<file path="config.mk">
export PLATFORM = sky130hd
export DESIGN_NAME = divider_seq
export DESIGN_NICKNAME = d
export VERILOG_FILES = /design/src/rtl/divider_seq.sv
export SDC_FILE = /design/constraint.sdc
export NUM_CORES = 1
export LEC_CHECK = 0
export BUFFER_PORTS_ARGS = -buffer_cell sky130_fd_sc_hd__buf_4
export CORE_MARGIN = 5
export CORE_UTILIZATION = 60
export CTS_BUF_LIST = sky130_fd_sc_hd__clkbuf_16
export CTS_CLUSTER_SIZE = 10
export DETAILED_ROUTE_END_ITERATION = 12
export PLACE_DENSITY_LB_ADDON = 0.3
export SYNTH_ARGS = -nofsm -noshare
export SYNTH_HDL_FRONTEND = slang
export SYNTH_SLANG_ARGS = --single-unit
</file>
<file path="constraint.sdc">
create_clock -name i_clk -period 6.1 [get_ports i_clk]
set_input_delay 0.61 -clock i_clk [delete_from_list [all_inputs] [get_ports i_clk]]
set_output_delay 0.61 -clock i_clk [all_outputs]
set_load 0.01 [all_outputs]
</file>
<file path="src/rtl/divider_seq.sv">
// divider_seq: multi-cycle restoring divider with valid/ready handshakes on both sides.
// It divides unsigned or two's-complement signed operands. The mode is chosen per operation.
// Divide-by-zero and signed overflow (most-negative / -1) are resolved in one cycle.
// All other operations take WIDTH/BITS_PER_CYCLE iteration cycles.
//
// Ports:
//   i_clk, i_rst_n            clock, synchronous active-low reset
//   i_valid / o_ready         request handshake
//   i_dividend, i_divisor     operands, captured at accept
//   i_signed                  1 = signed operation, 0 = unsigned
//   o_valid / i_ready         result handshake
//   o_quotient, o_remainder   registered results; quotient truncates toward zero,
//                             remainder takes the dividend's sign
//   o_div_by_zero             result came from a zero divisor (qualified by o_valid)
module divider_seq #(
  parameter int unsigned WIDTH          = 32,
  parameter int unsigned BITS_PER_CYCLE = 1
) (
  input  logic             i_clk,
  input  logic             i_rst_n,
  input  logic             i_valid,
  output logic             o_ready,
  input  logic [WIDTH-1:0] i_dividend,
  input  logic [WIDTH-1:0] i_divisor,
  input  logic             i_signed,
  output logic             o_valid,
  input  logic             i_ready,
  output logic [WIDTH-1:0] o_quotient,
  output logic [WIDTH-1:0] o_remainder,
  output logic             o_div_by_zero
);

  localparam int unsigned Steps = WIDTH / BITS_PER_CYCLE;
  localparam int unsigned CntW  = $clog2(Steps + 1);

  typedef enum logic [1:0] {StIdle, StCalc, StDone} state_e;

  state_e           state_q, state_d;
  logic [CntW-1:0]  cnt_q, cnt_d;
  logic [WIDTH-1:0] rem_q, rem_d;    // partial remainder
  logic [WIDTH-1:0] quo_q, quo_d;    // remaining dividend bits shift out, quotient bits shift in
  logic [WIDTH-1:0] dvsr_q, dvsr_d;  // divisor magnitude
  logic             q_neg_q, q_neg_d;
  logic             r_neg_q, r_neg_d;
  logic [WIDTH-1:0] quotient_q, quotient_d;
  logic [WIDTH-1:0] remainder_q, remainder_d;
  logic             dbz_q, dbz_d;

  // Classify the request as presented on the inputs.
  logic             dividend_neg, divisor_neg, divisor_zero, overflow;
  logic [WIDTH-1:0] dividend_mag, divisor_mag;

  assign dividend_neg = i_signed & i_dividend[WIDTH-1];
  assign divisor_neg  = i_signed & i_divisor[WIDTH-1];
  assign divisor_zero = (i_divisor == '0);
  assign overflow     = i_signed && (i_dividend == {1'b1, {(WIDTH-1){1'b0}}}) &&
                        (i_divisor == '1);
  assign dividend_mag = dividend_neg ? -i_dividend : i_dividend;
  assign divisor_mag  = divisor_neg ? -i_divisor : i_divisor;

  // BITS_PER_CYCLE chained restoring steps, MSB first.
  logic [WIDTH-1:0] step_rem, step_quo;
  logic [WIDTH:0]   step_shift, step_diff;
  logic             step_borrow;

  always_comb begin
    step_rem    = rem_q;
    step_quo    = quo_q;
    step_shift  = '0;
    step_diff   = '0;
    step_borrow = 1'b0;
    for (int i = 0; i < int'(BITS_PER_CYCLE); i++) begin
      step_shift              = {step_rem, step_quo[WIDTH-1]};
      {step_borrow, step_diff} = {1'b0, step_shift} - {2'b00, dvsr_q};
      step_quo                = {step_quo[WIDTH-2:0], ~step_borrow};
      // Partial remainder stays below the divisor, so the top bit is always zero here.
      step_rem                = step_borrow ? step_shift[WIDTH-1:0] : step_diff[WIDTH-1:0];
    end
  end

  always_comb begin
    state_d     = state_q;
    cnt_d       = cnt_q;
    rem_d       = rem_q;
    quo_d       = quo_q;
    dvsr_d      = dvsr_q;
    q_neg_d     = q_neg_q;
    r_neg_d     = r_neg_q;
    quotient_d  = quotient_q;
    remainder_d = remainder_q;
    dbz_d       = dbz_q;

    unique case (state_q)
      StIdle: begin
        if (i_valid) begin
          if (divisor_zero) begin
            state_d     = StDone;
            quotient_d  = '1;
            remainder_d = i_dividend;
            dbz_d       = 1'b1;
          end else if (overflow) begin
            state_d     = StDone;
            quotient_d  = i_dividend;
            remainder_d = '0;
            dbz_d       = 1'b0;
          end else begin
            state_d = StCalc;
            rem_d   = '0;
            quo_d   = dividend_mag;
            dvsr_d  = divisor_mag;
            q_neg_d = dividend_neg ^ divisor_neg;
            r_neg_d = dividend_neg;
            cnt_d   = CntW'(Steps);
          end
        end
      end
      StCalc: begin
        rem_d = step_rem;
        quo_d = step_quo;
        cnt_d = cnt_q - CntW'(1);
        if (cnt_q == CntW'(1)) begin
          state_d     = StDone;
          quotient_d  = q_neg_q ? -step_quo : step_quo;
          remainder_d = r_neg_q ? -step_rem : step_rem;
          dbz_d       = 1'b0;
        end
      end
      StDone: begin
        if (i_ready) state_d = StIdle;
      end
      default: state_d = StIdle;
    endcase
  end

  always_ff @(posedge i_clk) begin
    if (!i_rst_n) begin
      state_q     <= StIdle;
      cnt_q       <= '0;
      rem_q       <= '0;
      quo_q       <= '0;
      dvsr_q      <= '0;
      q_neg_q     <= 1'b0;
      r_neg_q     <= 1'b0;
      quotient_q  <= '0;
      remainder_q <= '0;
      dbz_q       <= 1'b0;
    end else begin
      state_q     <= state_d;
      cnt_q       <= cnt_d;
      rem_q       <= rem_d;
      quo_q       <= quo_d;
      dvsr_q      <= dvsr_d;
      q_neg_q     <= q_neg_d;
      r_neg_q     <= r_neg_d;
      quotient_q  <= quotient_d;
      remainder_q <= remainder_d;
      dbz_q       <= dbz_d;
    end
  end

  assign o_ready       = (state_q == StIdle);
  assign o_valid       = (state_q == StDone);
  assign o_quotient    = quotient_q;
  assign o_remainder   = remainder_q;
  assign o_div_by_zero = dbz_q;

endmodule

</file>
Yosys cells after proc, flatten, opt, wreduce, memory -nomap -nowiden
Cells that the tools add are included.
{"block": "totals", "regBits": 171, "latch_bits": 0, "mem_bits_rw": 0, "mem_bits_ro": 0, "input_bits": 69, "out_inout_bits": 67, "wordCells": 80, "n_memories": 0}
{"block": "classes", "add_sub_neg": 6, "multipliers": 0, "div": 0, "order_cmp": 0, "eq_ne": 11, "shifts": 0, "mux": 38, "bitwise": 6, "n_reduce_logical": 9}
{"cell": "$mux W32", "n": 19}
{"cell": "$pmux W32 S2", "n": 4}
{"cell": "$neg A32 Y32", "n": 4}
{"cell": "$eq A32 B32 Y1 const B", "n": 2}
{"cell": "$sub A33 B32 Y34", "n": 1}
{"cell": "$logic_not A32 Y1", "n": 1}
{"cell": "$mux W6", "n": 3}
{"cell": "$pmux W6 S2", "n": 1}
{"cell": "$reduce_and A4 Y1", "n": 3}
{"cell": "$mux W2", "n": 5}
{"cell": "$ne A2 B2 Y1 const B", "n": 4}
{"cell": "$eq A6 B1 Y1 const B", "n": 1}
{"cell": "$pmux W2 S3", "n": 1}
{"cell": "$sub A6 B1 Y6 const B", "n": 1}
{"cell": "$mux W1", "n": 4}
{"cell": "$ne A3 B1 Y1 const B", "n": 1}
{"cell": "$not A1 Y1", "n": 3}
{"cell": "$reduce_and A3 Y1", "n": 1}
{"cell": "$and A1 B1 Y1", "n": 2}
{"cell": "$eq A2 B1 Y1 const B", "n": 1}
{"cell": "$eq A2 B2 Y1 const B", "n": 1}
{"cell": "$logic_and A1 B1 Y1", "n": 2}
{"cell": "$logic_not A2 Y1", "n": 1}
{"cell": "$ne A2 B1 Y1 const B", "n": 1}
{"cell": "other kinds (3)", "n": 3}

Depth between registers and ports, before layout
{"block": "depth", "depth_word": 7, "mapped_depth": 25, "mapped_depth_nobuf": 19}

Worst setup path after synthesis
Ideal clock, no wire load.
{"block": "synth_path", "path_type": "flip-flop to flip-flop", "startpoint": "reg dvsr_q[26]", "endpoint": "reg remainder_q[26], in the netlist o_remainder[26]", "setup_ps": 119, "t_arrival_ps": 4579, "required_time_ps": 5981, "slack_ps": 1402, "stages_incl_launch_ff": 25, "n_path_buf": 6, "period_less_slack_ps": 4698, "path_cell_list": "dfxtp_1 -> inv_1 -> ha_1 -> buf_6 -> a211oi_2 -> o21bai_2 -> a2111oi_4 -> o21a_4 -> nand2_4 -> buf_6 -> buf_4 -> buf_6 -> buf_2 -> buf_2 -> o21ai_0 -> ha_1 -> nand2_1 -> a21oi_1 -> nor4b_1 -> a41o_1 -> o21ai_1 -> a2111oi_0 -> or3_1 -> a21oi_1 -> o221a_2"}
{"block": "synth_between", "elab_chain_len": 6}
{"element": "start, declared", "line_no": "42", "rtl": "logic [WIDTH-1:0] dvsr_q, dvsr_d;"}
{"element": "start signal, assigned", "line_no": "152", "rtl": "dvsr_q <= dvsr_d;"}
{"element": "$sub A33 B32 Y34 (*)", "line_no": "74", "rtl": "{step_borrow, step_diff} = {1'b0, step_shift} - {2'b00, dvsr_q};"}
{"element": "$mux W32 (*)", "line_no": "77", "rtl": "step_rem = step_borrow ? step_shift[WIDTH-1:0] : step_diff[WIDTH-1:0];"}
{"element": "$neg A32 Y32", "line_no": "124", "rtl": "remainder_d = r_neg_q ? -step_rem : step_rem;"}
{"element": "$mux W32 (*)", "line_no": "124"}
{"element": "$mux W32 (*)", "line_no": "121", "rtl": "if (cnt_q == CntW'(1)) begin"}
{"element": "$pmux W32 S2 (*)", "line_no": "93", "rtl": "unique case (state_q)"}
{"element": "end signal, assigned", "line_no": "156", "rtl": "remainder_q <= remainder_d;"}
{"element": "end, declared", "line_no": "46", "rtl": "logic [WIDTH-1:0] remainder_q, remainder_d;"}
Mark *: on every way between the ends. The rest lies on a longest branch, timed or not. The select of a mux whose other input is x is not followed.
A chain may end at the register's enable or synchronous reset.

Final worst setup path
{"block": "layout_path", "startpoint": "reg rem_q[9]", "endpoint": "reg remainder_q[26], in the netlist o_remainder[26]"}
{"block": "layout_between", "elab_chain_len": 6}
{"element": "start, declared", "line_no": "40", "rtl": "logic [WIDTH-1:0] rem_q, rem_d;"}
{"element": "start signal, assigned", "line_no": "150", "rtl": "rem_q <= rem_d;"}
{"element": "$sub A33 B32 Y34", "line_no": "74"}
{"element": "$mux W32 (*)", "line_no": "77"}
{"element": "$neg A32 Y32", "line_no": "124"}
{"element": "$mux W32 (*)", "line_no": "124"}
{"element": "$mux W32 (*)", "line_no": "121"}
{"element": "$pmux W32 S2 (*)", "line_no": "93"}
Marks and branches as above.

==> out/qor.csv <==
stage,metric,value,unit
setup_path,Worst EP arrival,5030,ps
clock_network,CTS resizes,0,
layout,Syn-to-layout area delta,13.2,%
detailed_routing,vias per inst,6.61,
synthesis,Post-synth top flop,dfxtp_1,
timing,setup TNS,0,ps
synthesis,Post-synth EDFFs,0,
clock_network,"Reg clk slew, reported paths",80,ps
synthesis,post-synthesis sequential area ratio,27.9,%
synthesis,Ys Warns,0,
synthesis,Async SR Flop Fraction,0,%
layout,nets,1845,
floorplan,die area,23400,sq um
clock_network,Root Driver,clkbuf_16,
synthesis,main combinational cell family by area after synthesis,compound AO/OA/AOI/OAI gates,
clock_network,CTS Buf Count,17,
placed_design,GP Congestion,1.01,
synthesis,Yosys reg bits,171,
detailed_routing,WL final,41100,um
detailed_routing,WL per Instance,20.3,um
detailed_routing,via count,13300,
clock_network,number of H-tree levels,4,
timing,Final Max Tran Viols,0,
setup_path,CP Max Fanout,12,
placed_design,DP HPWL,29700,um
setup_path,crit path kind,flop to flop,
synthesis,Post-Synth Simple-Gate Area,23.8,%
clock_network,clk_lat worst skew,450,ps
min_path,worst min path class,input port to flop,
grt,initial antenna violation count,0,
floorplan,die width,153,um
setup_path,crit-path cells,"ha_1, a21oi_1, o21ai_0, a21oi_1, a31o_2, nand2_4, o21ai_0, ha_1, nand2_1, a21oi_1, nor4b_1, a41o_1, o21ai_1, a2111oi_0, or3_1, a21oi_1, o221a_2",
timing,Tmin final,4690,ps
detailed_routing,initial drt markers,1287,
timing,Slew @ Worst Pin,1280,ps
placed_design,IO buf count,135,
synthesis,Synth Area per Inst,7.31,sq um
setup_path,Setup crit end kind,flop,
grt,pin count of the biggest net entering global routing,89,
layout,antenna diode count,0,
timing,worst rel slew slack,14.7,%
synthesis,synthesized-area fraction occupied by adder cells,4.14,%
timing,Layout Skew,15.1,ps
grt,global-route wire length before repair,65700,um
grt,total global-route track usage,33.9,%
setup_path,slowest CP cell,a2111oi_0,
synthesis,mux contribution to synthesized area,1.40,%
detailed_routing,Post-route DRC,0,
synthesis,xor/xnor share of the synthesized area,8.50,%
synthesis,syn_nets,1786,
setup_path,max incr delay on CP,480,ps
synthesis,Compound-Gate Fraction of Synth Area,28.7,%
job,Max Cap Viol,0,
timing,final setup fails,0,
clock_network,post-CTS setup buffer count,0,
setup_path,CP required,6430,ps
synthesis,"Cell Area, Synth",12300,sq um
floorplan,core area,20200,sq um
clock_network,CTS tree,done,
timing,Final Hold Fails,0,
setup_path,startpoint types,flop,
setup_path,"Top cell by count, worst path",a21oi_1,
layout,share of layout cells above drive strength 1,12.1,%
floorplan,Initial Utilization,60.8,%
grt,GR Overflow Total,0,
timing,RSZ-0062 raised after global routing,no,
detailed_routing,iteration count of the initial detailed-routing pass,6,
floorplan,Ports,136,
timing,"Period Utilization, post-route",77.0,%
clock_network,Post-CTS Hold Fix Bufs,0,
detailed_routing,Detail Route Antenna Nets,0,
clock_network,clock buffer depth,2,
floorplan,die height,153,um
synthesis,Synth Instances,1677,
grt,vias in the first global route,12500,
synthesis,Synth cell types,87,
clock_network,Clock Sinks,171,
floorplan,Rows,52,
timing,Max Freq,0.213,GHz
run_status,status,"finished, final reports clean",
[registers in the layout, summed over array words and instances (netlist names)]
register / flops
q_neg_q: 1
cnt_q: 6
dvsr_q: 32
o_quotient: 32
o_remainder: 32
r_neg_q: 1
o_div_by_zero: 1
rem_q: 32
state_q: 2
quo_q: 32
[worst paths after layout]
kind                       start               to  slack (ps)  cells after the start
setup / recovery        rem_q[9]  o_remainder[26]        1410                     17
hold / removal     i_dividend[5]         quo_q[5]         400                      2
setup reg to reg        rem_q[9]  o_remainder[26]        1410                     17
hold reg to reg   o_quotient[22]   o_quotient[22]         460                      2
[Yosys cell counts (4+ instances only)]
cell type	n	area share (%)
a2111oi_0	11	0.79
a211oi_1	64	3.9
a21o_1	13	0.80
a21oi_1	173	7.1
a221oi_1	18	1.3
a22oi_1	15	0.92
a311oi_1	12	0.86
a31oi_1	18	0.92
and2_1	17	0.87
and3_1	17	0.87
buf_2	18	0.73
clkbuf_1	86	2.6
dfxtp_1	171	28
ha_1	39	4.0
inv_1	56	1.7
mux2i_1	16	1.3
nand2_1	131	4.0
nand2b_1	17	0.87
nand3_1	19	0.78
nand4_1	20	1.0
nor2_1	269	8.2
nor2b_1	9	0.46
nor3_1	48	2.0
nor4_1	18	0.92
nor4b_1	4	0.29
o211ai_1	12	0.73
o21a_1	5	0.31
o21ai_0	104	4.2
o21ai_1	5	0.20
o221ai_1	7	0.50
o22a_1	6	0.43
o22ai_1	4	0.20
o31ai_1	15	0.92
o41ai_1	11	0.79
or3_1	20	1.0
or4_1	15	0.92
xnor2_1	71	5.1
xor2_1	48	3.4
[routing by layer]
| layer | vias to the layer above | track usage (%) | routed length, um |
|---|---|---|---|
| met1 | 6332 | 46.1 | 17000 |
| met2 | 721 | 54.5 | 18600 |
| met4 | 0 | 10.3 | 1200 |
| li1 | 6201 | - | - |
| met5 | - | 0 | 0 |
| met3 | 95 | 7.07 | 4240 |
[layout by cell type, fill, tap and decap left out, types with 7 or more instances in the layout]
cell type,instances
a22oi_1,15
nor3_1,47
nor2_1,268
o211ai_1,12
o41ai_1,11
nor4_1,16
and2_1,17
xnor2_1,71
nand2_1,131
o221ai_1,7
a221oi_1,18
a2111oi_0,11
buf_4,150
or3_1,20
a21oi_1,173
a31oi_1,18
ha_1,39
clkbuf_16,17
inv_1,56
nand3_1,19
o31ai_1,15
nor2b_1,8
a211oi_1,64
and3_1,17
nand2b_1,16
a21o_1,13
or4_1,15
dfxtp_1,171
o21ai_0,104
a311oi_1,12
mux2i_1,16
xor2_1,48
nand4_1,20
[final cells by class]
| cell class | count | area [sq um] |
|---|---|---|
| multi-input combinational | 1338 | 8200 |
| clock inverter | 15 | 144 |
| clock buffer | 17 | 425 |
| timing repair buffer | 150 | 1130 |
| fill | 1785 | 6290 |
| tap | 270 | 338 |
| inverter | 58 | 219 |
| sequential | 171 | 3420 |
[worst max-delay path: cells and delay by family, from the launching register on]
family                     cells  cell delay [ps]
DFF                            1              360
adders and majority gates      2              700
and+or+nand+nor                4              730
AOI/OAI and AO/OA             11             2800
[through the flow]
| step | utilization (%) | instances | setup slack (ps) | hold slack [ps] | cell area, sq um |
|---|---|---|---|---|---|
| floorplan | - | 1677 | 1400 | 440 | 12300 |
| global placement | 65.9 | 1987 | 1690 | 443 | 13300 |
| detailed placement | 65.9 | 1987 | 1590 | 451 | 13300 |
| CTS | 68.8 | 2019 | 1510 | 395 | 13900 |
| global route | 68.8 | 2019 | 958 | 407 | 13900 |
| finish | 68.8 | 2019 | 1410 | 402 | 13900 |
[cells by family after synthesis]
group	Yosys count
compound gates	537
xor+xnor	119
fa+ha+maj	40
buf+inv	168
flops	171
mux	17
simple gates	625
Power is left out: the tool's default activity adds up to more than one toggle a clock period on the data nets, which glitch-free logic cannot reach.
